==> src/rtl/vga_timing_gen.sv <==
// Parametrised VGA timing generator with run control, frame/line strobes and address outputs
// that lead the registered sync/display outputs by PIPE_DELAY clocks.
module vga_timing_gen #(
    parameter int unsigned H_DISPLAY  = 640,
    parameter int unsigned H_FRONT    = 16,
    parameter int unsigned H_SYNC     = 96,
    parameter int unsigned H_BACK     = 48,
    parameter int unsigned V_DISPLAY  = 480,
    parameter int unsigned V_FRONT    = 10,
    parameter int unsigned V_SYNC     = 2,
    parameter int unsigned V_BACK     = 33,
    parameter bit          HSYNC_POL  = 1'b0,
    parameter bit          VSYNC_POL  = 1'b0,
    parameter int unsigned PIPE_DELAY = 2,
    localparam int unsigned H_TOTAL   = H_DISPLAY + H_FRONT + H_SYNC + H_BACK,
    localparam int unsigned V_TOTAL   = V_DISPLAY + V_FRONT + V_SYNC + V_BACK,
    localparam int unsigned H_SIZE    = $clog2(H_TOTAL),
    localparam int unsigned V_SIZE    = $clog2(V_TOTAL),
    localparam int unsigned P_SIZE    = $clog2(H_DISPLAY * V_DISPLAY)
) (
    input  logic              clk,
    input  logic              rst_n,
    input  logic              enable,
    output logic [H_SIZE-1:0] x_addr,
    output logic [V_SIZE-1:0] y_addr,
    output logic              addr_valid,
    output logic [P_SIZE-1:0] pixel_addr,
    output logic              vga_hsync,
    output logic              vga_vsync,
    output logic              display_on,
    output logic              line_start,
    output logic              frame_start
);

    if (PIPE_DELAY < 1 || PIPE_DELAY > 4) begin : g_bad_pipe_delay
        $error("vga_timing_gen: PIPE_DELAY must be in 1..4");
    end
    if (H_DISPLAY == 0 || H_FRONT == 0 || H_SYNC == 0 || H_BACK == 0 ||
        V_DISPLAY == 0 || V_FRONT == 0 || V_SYNC == 0 || V_BACK == 0) begin : g_bad_timing
        $error("vga_timing_gen: timing parameters must be non-zero");
    end

    localparam logic [H_SIZE-1:0] H_LAST     = H_SIZE'(H_TOTAL - 1);
    localparam logic [H_SIZE-1:0] H_DISP_END = H_SIZE'(H_DISPLAY);
    localparam logic [H_SIZE-1:0] H_SYNC_BEG = H_SIZE'(H_DISPLAY + H_FRONT);
    localparam logic [H_SIZE-1:0] H_SYNC_END = H_SIZE'(H_DISPLAY + H_FRONT + H_SYNC);
    localparam logic [V_SIZE-1:0] V_LAST     = V_SIZE'(V_TOTAL - 1);
    localparam logic [V_SIZE-1:0] V_DISP_END = V_SIZE'(V_DISPLAY);
    localparam logic [V_SIZE-1:0] V_SYNC_BEG = V_SIZE'(V_DISPLAY + V_FRONT);
    localparam logic [V_SIZE-1:0] V_SYNC_END = V_SIZE'(V_DISPLAY + V_FRONT + V_SYNC);
    localparam logic [P_SIZE-1:0] P_LAST     = P_SIZE'(H_DISPLAY * V_DISPLAY - 1);

    // Stage layout: {hsync level, vsync level, display, line_start, frame_start}
    localparam logic [4:0] PIPE_IDLE = {~HSYNC_POL, ~VSYNC_POL, 3'b000};

    logic              r_run;
    logic [H_SIZE-1:0] r_h;
    logic [V_SIZE-1:0] r_v;
    logic [P_SIZE-1:0] r_pix;
    logic [4:0]        r_pipe [PIPE_DELAY];

    logic       w_h_wrap;
    logic       w_v_wrap;
    logic       w_valid;
    logic       w_hs_act;
    logic       w_vs_act;
    logic       w_line;
    logic       w_frame;
    logic [4:0] w_stage_in;

    always_comb begin
        w_h_wrap   = (r_h == H_LAST);
        w_v_wrap   = (r_v == V_LAST);
        w_valid    = r_run && (r_h < H_DISP_END) && (r_v < V_DISP_END);
        w_hs_act   = r_run && (r_h >= H_SYNC_BEG) && (r_h < H_SYNC_END);
        w_vs_act   = r_run && (r_v >= V_SYNC_BEG) && (r_v < V_SYNC_END);
        w_line     = r_run && (r_h == '0) && (r_v < V_DISP_END);
        w_frame    = r_run && (r_h == '0) && (r_v == '0);
        w_stage_in = {w_hs_act ? HSYNC_POL : ~HSYNC_POL,
                      w_vs_act ? VSYNC_POL : ~VSYNC_POL,
                      w_valid, w_line, w_frame};
    end

    always_ff @(posedge clk or negedge rst_n) begin
        if (!rst_n) begin
            r_run <= 1'b0;
            r_h   <= '0;
            r_v   <= '0;
            r_pix <= '0;
        end else begin
            r_run <= enable;
            if (!enable) begin
                r_h   <= '0;
                r_v   <= '0;
                r_pix <= '0;
            end else if (r_run) begin
                r_h <= w_h_wrap ? '0 : r_h + 1'b1;
                if (w_h_wrap) begin
                    r_v <= w_v_wrap ? '0 : r_v + 1'b1;
                end
                // Linear index tracks y*H_DISPLAY+x by counting only visible cycles
                if (w_valid) begin
                    r_pix <= (r_pix == P_LAST) ? '0 : r_pix + 1'b1;
                end
            end
        end
    end

    always_ff @(posedge clk or negedge rst_n) begin
        if (!rst_n) begin
            for (int i = 0; i < PIPE_DELAY; i++) begin
                r_pipe[i] <= PIPE_IDLE;
            end
        end else begin
            r_pipe[0] <= w_stage_in;
            for (int i = 1; i < PIPE_DELAY; i++) begin
                r_pipe[i] <= r_pipe[i-1];
            end
        end
    end

    assign x_addr      = r_h;
    assign y_addr      = r_v;
    assign addr_valid  = w_valid;
    assign pixel_addr  = r_pix;
    assign vga_hsync   = r_pipe[PIPE_DELAY-1][4];
    assign vga_vsync   = r_pipe[PIPE_DELAY-1][3];
    assign display_on  = r_pipe[PIPE_DELAY-1][2];
    assign line_start  = r_pipe[PIPE_DELAY-1][1];
    assign frame_start = r_pipe[PIPE_DELAY-1][0];

endmodule
==> config.mk <==
export PLATFORM = sky130hd
export DESIGN_NAME = vga_timing_gen
export DESIGN_NICKNAME = d
export VERILOG_FILES = /design/src/rtl/vga_timing_gen.sv
export SDC_FILE = /design/constraint.sdc
export NUM_CORES = 1
export LEC_CHECK = 0
export CELL_PAD_IN_SITES_DETAIL_PLACEMENT = 1
export CELL_PAD_IN_SITES_GLOBAL_PLACEMENT = 1
export CORE_MARGIN = 2
export CORE_UTILIZATION = 40
export DETAILED_ROUTE_END_ITERATION = 6
export PLACE_DENSITY_LB_ADDON = 0.12
export RECOVER_POWER = 50
export SLEW_MARGIN = 5
export SYNTH_ARGS = -nofsm -noshare
export SYNTH_HDL_FRONTEND = slang
export SYNTH_SLANG_ARGS = --single-unit
==> constraint.sdc <==
create_clock -name clk -period 2.56 [get_ports clk]
set_input_delay 0.512 -clock clk [delete_from_list [all_inputs] [get_ports clk]]
set_output_delay 0.512 -clock clk [all_outputs]
set_load 0.05 [all_outputs]
# Yosys cells after proc, flatten, opt, wreduce, memory -nomap -nowiden
# Cells that the tools add are included.
# Widths: inputs -> output; s select.
# totals
register_bits	50
# classes
addsub	3
n_lt_le_gt_ge	6
n_eq_ne	6
n_mux	13
n_reduce_logical	13
# op_table
cell	n
$mux 19	4
$mux 10	7
$add 10x1->10 const B	2
$eq 10x10->1 const B	2
$logic_not 10->1	2
$lt 10x10->1 const B	2
$lt 10x9->1 const B	2
$add 19x1->19 const B	1
$eq 19x19->1 const B	1
$ge 10x10->1 const B	1
$ge 10x9->1 const B	1
$logic_and 1x1->1	9
$ne 2x1->1 const B	3
$reduce_and 2->1	2
$mux 1	2

# Depth between registers and ports, before layout
# Gate-level depths: netlist of the first run.
# depth
ltp_word	6
ltp_mapped	8

# Worst setup path before layout of the first run
# No wires, ideal clock.
# synth_path
kind	reg2reg
from	register r_v[5] (netlist: y_addr[5])
to	register r_pix[7] (netlist: pixel_addr[7])
setup_time_ns	0.120
t_arrival_ns	2.392
t_required_ns	2.440
slack_ns	0.048
stages_incl_launch_ff	8
n_path_buf	2
period_less_slack_ns	2.512
path_cell_list	dfrtp_1 buf_2 a41oi_1 nand3_1 inv_1 clkbuf_1 o21ai_0 a31o_2
# synth_via
elab_chain_cells	4
# synth_lines
item	line	text
from (decl)	58	logic [V_SIZE-1:0] r_v;
from (signal assigned)	99	r_v <= w_v_wrap ? '0 : r_v + 1'b1;
$lt 10x9->1	74	w_valid = r_run && (r_h < H_DISP_END) && (r_v < V_DISP_END);
$logic_and 1x1->1	74	
named net addr_valid	26	output logic addr_valid,
$ne 2x1->1 (no source line)	--	
$reduce_and 2->1 (no source line)	--	
to (signal assigned)	103	r_pix <= (r_pix == P_LAST) ? '0 : r_pix + 1'b1;
to (decl)	59	logic [P_SIZE-1:0] r_pix;
# The timed path passes the listed nets, and every way through them passes these cells.
# A chain may end at the register's enable or synchronous reset.

# Final worst setup path of the first run
# layout_path
from	register r_h[6] (netlist: x_addr[6])
to	register r_v[5] (netlist: y_addr[5])
# layout_via
elab_chain_cells	3
# layout_lines
item	line	text
from (decl)	57	logic [H_SIZE-1:0] r_h;
from (signal assigned)	97	r_h <= w_h_wrap ? '0 : r_h + 1'b1;
$eq 10x10->1	72	w_h_wrap = (r_h == H_LAST);
$ne 2x1->1 (no source line)	--	
$reduce_and 2->1 (no source line)	--	
# No other way between the ends.

==> flow_summary.ini, run 1 <==
[outcome]
status = complete, no violations

[yosys]
synth_simple_gate_area_share_pct = 28.03
ys_seq_area_share_pct = 47.70
syn_avg_cell_area_sq_um = 9.508
syn_nets = 286
synth_top_family_by_area = simple AND/OR/NAND/NOR gates
synth_xor_area_share_pct = 3.658
synth_cell_types = 51
yosys.area.top_type = dfrtp_1
synthMostInstantiatedCell = dfrtp_1
synth_area_leaders = dfrtp_1, dfstp_2, nand3_1, nand2_1, o21ai_0
synthAdderAreaFrac_pct = 2.850
async_reset_ff_share_pct = 100.0
synth-edff-count = 0
synthCells = 277
synthMuxAreaShare_pct = 1.235
ys_warn_count = 0
synth_commonest_cells = dfrtp_1, nand2_1, nand3_1
ys_ff_latch = 50
synth_ff_type = dfrtp_1
synth.cell_area_sq_mm = 0.002634
netlist.area_leader.share_pct = 43.71
synth_compound_area_share_pct = 13.02

[route]
wl_met2_mm = 3.129
drc = 0
num_vias = 2320
routed_wl_mm = 6.893
avgRoutedWirePerCell_um = 16.98
wl_met1_mm = 3.501
wl_met3_um = 231
viasPerCell = 5.714
topRoutingLayerUsed = met4
postRouteAntennaNets = 0
dr.pass1.iters = 4
drtIter0Drc = 125

[timing]
period_needed_ns = 2.390
setup_viol = 0
finalSetupTns_ns = 0
worst_slew_pin_slew_ns = 1.260
fmax_ghz = 0.4184
drv_slew = 0
rsz0062_at_grt = no
relSlewSlack_pct = 15.98
finalHoldViolations = 0
post-route-period-util_pct = 93.36
fin_skew_ns = 0.01147

[worst_setup_path]
worst-r2r-setup-slack_ns = 0.17
cp.arrival_ns = 2.59
setup.worst_path.end_class = flop
cp-start-kind = flop
worst_ep_required_time_ns = 2.76
worstPathMaxFanout = 5
r2r_end = y_addr[5]
setup.worst_path.class = reg -> reg
ff2ff_path_depth = 5
r2r-start = x_addr[6]

[clock_network]
cts_buffers = 5
cts_post_setup_buffers_inserted = 0
clk_path_buf_depth = 2
ctsRootBufferMaster = clkbuf_8
clk_pin_slew_worst_paths_ns = 0.09
h-tree-depth = 2
clk_latency_ns = 0.31
hold_buffers = 0
cts_tree = done
cts_sinks = 50

[global_route]
grt_pass1_wl_mm = 11.60
grt_start_max_net_pins = 51
overflow = 0
grt_antenna_before_repair = 0
grt_pass1_vias = 2243
grt_use_total_pct = 19.93

[min_path]
hold_end = vga_hsync
min-delay-start = r_pipe[9]
hold_depth = 0
hp-class = reg -> reg

[cells_and_area]
drive_gt1_share_pct = 9.726
nets = 337
design_area_sq_mm = 0.003302
syn_to_final_growth_pct = 25.37
n_antenna_cell = 0
ff_latch_area_sq_mm = 0.001256
multiInputGateArea_sq_mm = 0.001281
final.fill_count = 724

[die]
die_w_um = 85.15
fp-row-count = 29
coreArea_sq_mm = 0.006350
ios = 48
die_y_um = 85.15
initial_core_util_pct = 41.48
dieArea_sq_mm = 0.007250

[placement]
dp.final_hpwl_mm = 4.817
io_buffers = 47
dpl_cell_area_sq_mm = 0.003226
place_congestion = 0.8227

[pwr]
leakagePower_uw = 0.001350
ir_worst_vdd_uv = 288.0
powerDensity_mw_per_mm2 = 501.7

[flow_run]
cap_violations = 0
==> worst max-delay path by stage <==
stage                   start              to  depth (start not counted)
floorplan           y_addr[5]   pixel_addr[7]                          7
global placement    y_addr[5]  pixel_addr[12]                          6
detailed placement     enable       y_addr[6]                          5
CTS                 y_addr[5]      addr_valid                          4
global route        y_addr[5]      addr_valid                          4
finish              x_addr[6]       y_addr[5]                          5
==> sequential cells by signal, summed over array words and instances, names as in the netlist <==
| signal | flops |
|---|---|
| display_on | 1 |
| frame_start | 1 |
| line_start | 1 |
| pixel_addr | 19 |
| r_pipe | 5 |
| r_run | 1 |
| vga_hsync | 1 |
| vga_vsync | 1 |
| x_addr | 10 |
| y_addr | 10 |
==> where the power goes <==
| part | internal (uW) | leakage (uW) | switching [uW] |
|---|---|---|---|
| Clock | 221 | 0.0000455 | 266 |
| Combinational | 98.2 | 0.000636 | 209 |
| Sequential | 822 | 0.000668 | 40.3 |
| Total | 1140 | 0.00135 | 515 |
==> metrics by stage <==
stage	utilization, %	hold WS, ns	total power [uW]	instances	setup slack [ns]
3_3_place_gp	50.80	0.3329	1186	398	0.4434
2_1_floorplan	-	0.2164	1060	277	0.04835
3_5_place_dp	50.80	0.3379	1190	398	0.3935
4_1_cts	52.22	0.3332	1684	406	0.1226
6_report	52.00	0.3585	1656	406	0.1700
5_1_grt	52.00	0.3680	1737	406	0.02574
==> layer usage <==
metal	vias up	global-route usage [%]
li1	1110	-
met1	1164	30.14
met2	44	29.26
met3	2	3.794
met4	0	5.339
met5	-	0
==> layout by cell type, fill, tap and decap left out, types with 8 or more instances in the layout <==
cell type / synthesis / final
clkdlybuf4s50_1: 0 / 41
nand4_1: 11 / 11
a21oi_1: 13 / 13
nand3_1: 21 / 21
or3_1: 8 / 8
and3_1: 10 / 10
dfrtp_1: 46 / 46
nor2_1: 18 / 18
xor2_1: 8 / 8
o21ai_0: 17 / 18
nand2_1: 25 / 25
==> critical path: stages (launching register included) <==
cell     delay (ns)
dfrtp_1        0.43
or3_1          0.43
or3_1          0.44
o21ai_0        0.55
o21ai_0        0.22
a21o_1         0.21
==> cell type report <==
cell class | instances | share of cell area, %
Multi-Input combinational cell | 205 | 38.80
Sequential cell | 50 | 38.04
Timing Repair Buffer | 58 | 16.48
Tap cell | 77 | 2.918
Clock buffer | 8 | 2.728
Inverter | 8 | 1.023
==> kinds of logic (layout without fill, tap and decap cells) <==
group | Yosys count | after routing
adders and majority gates | 6 | 6
AOI/OAI and AO/OA | 53 | 53
and+or+nand+nor | 132 | 132
buffers and inverters | 22 | 74
xor gates and xnor gates | 11 | 11
DFF | 50 | 50
muxes | 3 | 3
==> what timing repair did <==
item                                    CTS  global route
endpoints found under the hold margin     0             0
endpoints found under the setup margin    0             1
gates resized for setup                   0             1
Note: power is estimated with default switching activity, not from simulation.
==> inputs of run 2 (changes only) <==
--- a/config.mk
+++ b/config.mk
@@ -5,6 +5,7 @@
 export SDC_FILE = /design/constraint.sdc
 export NUM_CORES = 1
 export LEC_CHECK = 0
+export ABC_CLOCK_PERIOD_IN_PS = 2560
 export CELL_PAD_IN_SITES_DETAIL_PLACEMENT = 1
 export CELL_PAD_IN_SITES_GLOBAL_PLACEMENT = 1
 export CORE_MARGIN = 2
==> results of run 2 <==
The final DEF is identical to that of run 1; final timing and power are the same.
